## src/rtl/rv_ctrl_pkg.sv

```systemverilog
// Shared definitions for the multi-cycle control unit.
//   - RV32 opcode constants decoded by the controller
//   - FSM state encoding (4-bit, S_IDLE = 0)
//   - ALUOp, MemtoReg, ALUSrcA and ALUSrcB select encodings
//   - ctrl_t: bundle of every datapath control output
package rv_ctrl_pkg;

    localparam logic [6:0] OP_R     = 7'b0110011;
    localparam logic [6:0] OP_I     = 7'b0010011;
    localparam logic [6:0] OP_LW    = 7'b0000011;
    localparam logic [6:0] OP_SW    = 7'b0100011;
    localparam logic [6:0] OP_BEQ   = 7'b1100011;
    localparam logic [6:0] OP_JAL   = 7'b1101111;
    localparam logic [6:0] OP_JALR  = 7'b1100111;
    localparam logic [6:0] OP_LUI   = 7'b0110111;
    localparam logic [6:0] OP_AUIPC = 7'b0010111;

    // JAL and the JALR writeback drive identical outputs and both return to
    // FETCH, so they share S_JAL. That keeps the full state set within the
    // 4-bit debug encoding.
    typedef enum logic [3:0] {
        S_IDLE     = 4'd0,
        S_FETCH    = 4'd1,
        S_DECODE   = 4'd2,
        S_EXEC_R   = 4'd3,
        S_EXEC_I   = 4'd4,
        S_LUI      = 4'd5,
        S_AUIPC    = 4'd6,
        S_WB_ALU   = 4'd7,
        S_MEM_ADDR = 4'd8,
        S_MEM_RD   = 4'd9,
        S_WB_MEM   = 4'd10,
        S_MEM_WR   = 4'd11,
        S_BRANCH   = 4'd12,
        S_JAL      = 4'd13,
        S_JALR_EX  = 4'd14,
        S_TRAP     = 4'd15
    } state_e;

    localparam logic [1:0] ALU_ADD    = 2'b00;
    localparam logic [1:0] ALU_SUB    = 2'b01;
    localparam logic [1:0] ALU_RFUNCT = 2'b10;
    localparam logic [1:0] ALU_IFUNCT = 2'b11;

    localparam logic [1:0] M2R_ALUOUT = 2'b00;
    localparam logic [1:0] M2R_MDR    = 2'b01;
    localparam logic [1:0] M2R_PC     = 2'b10;

    localparam logic [1:0] SRCA_PC    = 2'b00;
    localparam logic [1:0] SRCA_RS1   = 2'b01;
    localparam logic [1:0] SRCA_ZERO  = 2'b10;
    localparam logic [1:0] SRCA_OLDPC = 2'b11;

    localparam logic [1:0] SRCB_RS2   = 2'b00;
    localparam logic [1:0] SRCB_FOUR  = 2'b01;
    localparam logic [1:0] SRCB_IMM   = 2'b10;

    typedef struct packed {
        logic       pc_write;
        logic       ir_write;
        logic       iord;
        logic       mem_read;
        logic       mem_write;
        logic [1:0] mem_to_reg;
        logic       reg_write;
        logic [1:0] alu_src_a;
        logic [1:0] alu_src_b;
        logic [1:0] alu_op;
        logic       pc_source;
        logic       instr_done;
        logic       illegal;
    } ctrl_t;

endpackage

```

## src/rtl/mc_opcode_class.sv

```systemverilog
// Opcode classifier used by the DECODE state.
//   opcode     in  7  instruction-register opcode
//   next_state out    state to enter after DECODE
//   is_store   out 1  1 when the memory-class opcode is a store
// With ENABLE_JUMP = 0 the jump/upper-immediate opcodes map to S_TRAP.
module mc_opcode_class
    import rv_ctrl_pkg::*;
#(
    parameter int ENABLE_JUMP = 1
) (
    input  logic [6:0] opcode,
    output state_e     next_state,
    output logic       is_store
);

    localparam logic JUMP_EN = (ENABLE_JUMP != 0);

    always_comb begin
        next_state = S_TRAP;
        is_store   = (opcode == OP_SW);
        case (opcode)
            OP_R:          next_state = S_EXEC_R;
            OP_I:          next_state = S_EXEC_I;
            OP_LW, OP_SW:  next_state = S_MEM_ADDR;
            OP_BEQ:        next_state = S_BRANCH;
            OP_JAL:        next_state = JUMP_EN ? S_JAL     : S_TRAP;
            OP_JALR:       next_state = JUMP_EN ? S_JALR_EX : S_TRAP;
            OP_LUI:        next_state = JUMP_EN ? S_LUI     : S_TRAP;
            OP_AUIPC:      next_state = JUMP_EN ? S_AUIPC   : S_TRAP;
            default:       next_state = S_TRAP;
        endcase
    end

endmodule

```

## src/rtl/multicycle_control.sv

```systemverilog
// Multi-cycle main control FSM for a shared-datapath RV32 subset core.
// Ports:
//   clk, rst            clock, synchronous active-high reset
//   opcode              IR opcode, sampled only in DECODE
//   zero                ALU zero flag (BRANCH)
//   mem_ready           memory access complete (FETCH, MEM_RD, MEM_WR)
//   PCWrite .. PCSource datapath mux selects and enables
//   instr_done          pulse in the last state of each instruction
//   illegal_instr       trap flag, held until reset
//   state_dbg           current state encoding
//
// state      | meaning
// IDLE       | after reset, all outputs 0, go to FETCH
// FETCH      | read IR at PC, PC <= PC+4 when memory ready
// DECODE     | ALUOut <= OldPC+imm, dispatch on opcode
// EXEC_R     | rs1 op rs2 (R funct)
// EXEC_I     | rs1 op imm (I funct)
// LUI        | 0 + imm
// AUIPC      | OldPC + imm
// WB_ALU     | rd <= ALUOut
// MEM_ADDR   | ALUOut <= rs1 + imm
// MEM_RD     | load read, wait for memory
// WB_MEM     | rd <= MDR
// MEM_WR     | store write, wait for memory
// BRANCH     | compare, PC <= ALUOut if zero
// JAL        | rd <= PC, PC <= ALUOut (also JALR writeback)
// JALR_EX    | ALUOut <= rs1 + imm
// TRAP       | illegal opcode, parked until reset
module multicycle_control
    import rv_ctrl_pkg::*;
#(
    parameter int ALUOP_W       = 2,
    parameter int MEM_HANDSHAKE = 1,
    parameter int ENABLE_JUMP   = 1
) (
    input  logic               clk,
    input  logic               rst,
    input  logic [6:0]         opcode,
    input  logic               zero,
    input  logic               mem_ready,
    output logic               PCWrite,
    output logic               IRWrite,
    output logic               IorD,
    output logic               MemRead,
    output logic               MemWrite,
    output logic [1:0]         MemtoReg,
    output logic               RegWrite,
    output logic [1:0]         ALUSrcA,
    output logic [1:0]         ALUSrcB,
    output logic [ALUOP_W-1:0] ALUOp,
    output logic               PCSource,
    output logic               instr_done,
    output logic               illegal_instr,
    output logic [3:0]         state_dbg
);

    state_e state_q, state_d;
    logic   is_store_q, is_store_d;
    state_e dec_next;
    logic   dec_is_store;
    logic   ready;
    ctrl_t  c;

    assign ready = (MEM_HANDSHAKE != 0) ? mem_ready : 1'b1;

    mc_opcode_class #(
        .ENABLE_JUMP (ENABLE_JUMP)
    ) u_class (
        .opcode     (opcode),
        .next_state (dec_next),
        .is_store   (dec_is_store)
    );

    // The load/store choice is latched in DECODE so MEM_ADDR does not
    // depend on opcode after decode.
    always_comb begin
        state_d    = state_q;
        is_store_d = is_store_q;
        case (state_q)
            S_IDLE:     state_d = S_FETCH;
            S_FETCH:    if (ready) state_d = S_DECODE;
            S_DECODE: begin
                state_d    = dec_next;
                is_store_d = dec_is_store;
            end
            S_EXEC_R, S_EXEC_I, S_LUI, S_AUIPC:
                        state_d = S_WB_ALU;
            S_WB_ALU, S_WB_MEM, S_BRANCH, S_JAL:
                        state_d = S_FETCH;
            S_MEM_ADDR: state_d = is_store_q ? S_MEM_WR : S_MEM_RD;
            S_MEM_RD:   if (ready) state_d = S_WB_MEM;
            S_MEM_WR:   if (ready) state_d = S_FETCH;
            S_JALR_EX:  state_d = S_JAL;
            S_TRAP:     state_d = S_TRAP;
            default:    state_d = S_IDLE;
        endcase
    end

    always_ff @(posedge clk) begin
        if (rst) begin
            state_q    <= S_IDLE;
            is_store_q <= 1'b0;
        end else begin
            state_q    <= state_d;
            is_store_q <= is_store_d;
        end
    end

    always_comb begin
        c = '0;
        case (state_q)
            S_FETCH: begin
                c.mem_read  = 1'b1;
                c.alu_src_a = SRCA_PC;
                c.alu_src_b = SRCB_FOUR;
                c.alu_op    = ALU_ADD;
                c.ir_write  = ready;
                c.pc_write  = ready;
            end
            S_DECODE: begin
                c.alu_src_a = SRCA_OLDPC;
                c.alu_src_b = SRCB_IMM;
                c.alu_op    = ALU_ADD;
            end
            S_EXEC_R: begin
                c.alu_src_a = SRCA_RS1;
                c.alu_src_b = SRCB_RS2;
                c.alu_op    = ALU_RFUNCT;
            end
            S_EXEC_I: begin
                c.alu_src_a = SRCA_RS1;
                c.alu_src_b = SRCB_IMM;
                c.alu_op    = ALU_IFUNCT;
            end
            S_LUI: begin
                c.alu_src_a = SRCA_ZERO;
                c.alu_src_b = SRCB_IMM;
                c.alu_op    = ALU_ADD;
            end
            S_AUIPC: begin
                c.alu_src_a = SRCA_OLDPC;
                c.alu_src_b = SRCB_IMM;
                c.alu_op    = ALU_ADD;
            end
            S_WB_ALU: begin
                c.reg_write  = 1'b1;
                c.mem_to_reg = M2R_ALUOUT;
                c.instr_done = 1'b1;
            end
            S_MEM_ADDR, S_JALR_EX: begin
                c.alu_src_a = SRCA_RS1;
                c.alu_src_b = SRCB_IMM;
                c.alu_op    = ALU_ADD;
            end
            S_MEM_RD: begin
                c.mem_read = 1'b1;
                c.iord     = 1'b1;
            end
            S_WB_MEM: begin
                c.reg_write  = 1'b1;
                c.mem_to_reg = M2R_MDR;
                c.instr_done = 1'b1;
            end
            S_MEM_WR: begin
                c.mem_write  = 1'b1;
                c.iord       = 1'b1;
                c.instr_done = ready;
            end
            S_BRANCH: begin
                c.alu_src_a  = SRCA_RS1;
                c.alu_src_b  = SRCB_RS2;
                c.alu_op     = ALU_SUB;
                c.pc_source  = 1'b1;
                c.pc_write   = zero;
                c.instr_done = 1'b1;
            end
            S_JAL: begin
                c.reg_write  = 1'b1;
                c.mem_to_reg = M2R_PC;
                c.pc_write   = 1'b1;
                c.pc_source  = 1'b1;
                c.instr_done = 1'b1;
            end
            S_TRAP:  c.illegal = 1'b1;
            default: c = '0;
        endcase
    end

    assign PCWrite       = c.pc_write;
    assign IRWrite       = c.ir_write;
    assign IorD          = c.iord;
    assign MemRead       = c.mem_read;
    assign MemWrite      = c.mem_write;
    assign MemtoReg      = c.mem_to_reg;
    assign RegWrite      = c.reg_write;
    assign ALUSrcA       = c.alu_src_a;
    assign ALUSrcB       = c.alu_src_b;
    assign PCSource      = c.pc_source;
    assign instr_done    = c.instr_done;
    assign illegal_instr = c.illegal;
    assign state_dbg     = state_q;

    always_comb begin
        ALUOp      = '0;
        ALUOp[1:0] = c.alu_op;
    end

endmodule

```

## config.mk

```make
export PLATFORM = sky130hd
export DESIGN_NAME = multicycle_control
export DESIGN_NICKNAME = d
export VERILOG_FILES = /design/src/rtl/rv_ctrl_pkg.sv /design/src/rtl/mc_opcode_class.sv /design/src/rtl/multicycle_control.sv
export SDC_FILE = /design/constraint.sdc
export NUM_CORES = 1
export LEC_CHECK = 0
export CAP_MARGIN = 10
export CORE_AREA = 2 2 39 41
export DETAILED_ROUTE_END_ITERATION = 7
export DIE_AREA = 0 0 41 43
export DONT_BUFFER_PORTS = 1
export PLACE_DENSITY_LB_ADDON = 0.2
export SLEW_MARGIN = 15
export SYNTH_ARGS = -nofsm -noshare
export SYNTH_HDL_FRONTEND = slang
export SYNTH_HIERARCHICAL = 1
export SYNTH_SLANG_ARGS = --single-unit
```

## constraint.sdc

```tcl
create_clock -name clk -period 2.3 [get_ports clk]
set_clock_uncertainty 0.05 [all_clocks]
set_input_delay 0.46 -clock clk [delete_from_list [all_inputs] [get_ports clk]]
set_output_delay 0.46 -clock clk [all_outputs]
set_load 0.005 [all_outputs]
```

==> metrics.cfg <==
[status]
run_status = completed

[pwr]
cellPowerDensity_nw_per_um2 = 591
p_leak_nw = 0.267
ir_drop_v = 0.000408

[setup_path]
slowest_delay_ns = 0.62
worstPathMaxFanout = 12
cp-end-kind = output port
cp.buffers_inverters = 0
cpLargestDelayFamily = flip-flops
worstSetupStartpointType = register
path_cells = nand2_1 -> o31ai_1
arrival_ns = 1.50
slowest_stage = dfxtp_1
worst_ep_required_time_ns = 1.79
crit_type = register to output port

[routing]
drt_iter0_markers = 11
avgRoutedWirePerCell_um = 14.9
vias = 669
drc_errors = 0
wirelength_um = 1610
antenna_left = 0
first_pass_iters = 5
drt-vias-per-instance = 6.19

[cts]
clk_pin_slew_worst_paths_ns = 0.05
cts_resized = 0
cts_sinks = 5
postCtsHoldBufs = 0
post_cts_buffers = 0
worstSkewPairLatency_ns = 0.24
htree_levels = 1
cts_buffers = 3
clockBufferDepth = 2
root_buffer = clkbuf_4
cts_tree = done

[global_route]
grt_max_degree = 17
grt_pass1_wl_um = 2420
track_usage = 0.195
antenna_found_initial = 0
overflow = 0
first_global_vias = 574

[synth]
avgSynthCellArea_um2 = 7.92
yosysWarnings = 6
synth_seq_cells = 5
syn-num-nets = 103
synth_flop_cell = dfxtp_1
synthCells = 92
synth_cell_types = 45
yosysSeqAreaShare = 0.137
synth.cell_area_um2 = 728
synth_edf_count = 0
async_flop_share = 0

[die]
initial_core_util = 0.526
row_count = 14
core_um2 = 1380
ios = 32
dieArea_um2 = 1760
die_w_um = 41
die_y_um = 43

[final_layout]
layoutNonFillerInstCount = 108
multi_input_area_um2 = 537
fin_area_um2 = 724
final_cell_mix = nor2_1 (11), nand2b_1 (5), a21oi_1 (5), dfxtp_1 (5)
n_antenna_cell = 0
final_common_cell = nor2_1
drive_gt1_frac = 0.196
nFillCells = 143
area_growth_pct = -0.515
nets = 104
register_area_um2 = 100

[timing]
setup_viol = 0
rsz0062_at_grt = no
fmax_ghz = 0.498
maxSlewHeadroom = 0.635
worst_slew_pin_slew_ns = 0.547
drv_slew = 0
min_period_over_period = 0.872
hold_viol = 0
period_minus_slack_ns = 2.01
fin_setup_tns_ns = 0

[place]
placed_cell_area_um2 = 698
dp_cells = 104
port_buffers = 0
dp_hpwl_um = 1210
gp_congestion = 0.777

[min_path]
hold_path.class = input pin to register

[flow_run]
maxCapViolations = 0

-- registers in the layout, indices dropped and copies added, names as in the netlist --
signal      count
is_store_q      1
state_dbg       4
-- worst reg2reg max path, delay by kind of cell (launching register included) --
kind                   cells  cell delay, ns
AO/OA/AOI/OAI              1            0.11
buffers and inverters      1            0.27
flip-flops                 1            0.62
AND/OR/NAND/NOR            2            0.53
-- cell type report --
class / instances / share of cell area
tap: 16 / 0.0276
sequential: 5 / 0.138
clock buffer: 4 / 0.0363
multi-input combinational: 76 / 0.741
timing repair buffer: 4 / 0.0415
inverter: 3 / 0.0155
-- power breakdown --
| part | switching, mW | internal [mW] | total [mW] | leakage [nW] |
|---|---|---|---|---|
| registers | 0.0397 | 0.0976 | 0.137 | 0.0412 |
| clock network | 0.0372 | 0.0657 | 0.103 | 0.0150 |
| logic | 0.0981 | 0.0896 | 0.188 | 0.211 |
-- synth_stat cells (2+ instances only) --
master / number / area [µm²]
nand2_1: 3 / 11.3
o21ai_1: 4 / 20.0
dfxtp_1: 5 / 100
and3_1: 2 / 12.5
a21oi_1: 5 / 25.0
a21o_1: 2 / 15.0
inv_1: 2 / 7.51
o22ai_1: 2 / 12.5
buf_6: 6 / 67.6
nand2b_1: 5 / 31.3
o21bai_1: 3 / 22.5
o31ai_1: 2 / 15.0
and2_1: 3 / 18.8
nor2_1: 11 / 41.3
a211oi_1: 2 / 15.0
nor3b_2: 2 / 25.0
nor2b_1: 4 / 25.0
xnor2_1: 2 / 17.5
-- per-stage QoR --
step	utilization	setup slack (ns)	total power [mW]	hold WS (ns)
2_1_floorplan	-	0.401	0.317	0.411
4_1_cts	0.524	0.289	0.432	0.222
6_report	0.524	0.294	0.428	0.228
3_5_place_dp	0.505	0.271	0.326	0.443
3_3_place_gp	0.505	0.347	0.325	0.438
5_1_grt	0.524	0.173	0.462	0.214
-- routing by layer --
| layer | wire length (µm) | share of wire | vias up | global-route usage |
|---|---|---|---|---|
| met2 | 741 | 0.46 | 26 | 0.309 |
| met4 | 0 | 0 | 0 | 0.0200 |
| met3 | 123 | 0.076 | 0 | 0.0785 |
| met1 | 748 | 0.46 | 305 | 0.248 |
| li1 | - | - | 338 | - |
| met5 | 0 | 0 | - | 0 |
-- cell families after synthesis --
kind of cell / synth area share
simple gates: 0.430
compound gates: 0.254
buf+inv: 0.125
flops: 0.137
xor+xnor: 0.0241
mux: 0.0292
-- worst paths after layout --
kind	start	to	slack, ns	cells after the start
setup / recovery	state_dbg[1]	instr_done	0.29	2
setup reg to reg	state_dbg[1]	state_dbg[1]	0.59	4
hold / removal	rst	state_dbg[3]	0.23	1
hold reg to reg	is_store_q	is_store_q	0.47	2
(Power assumes the default switching activity.)
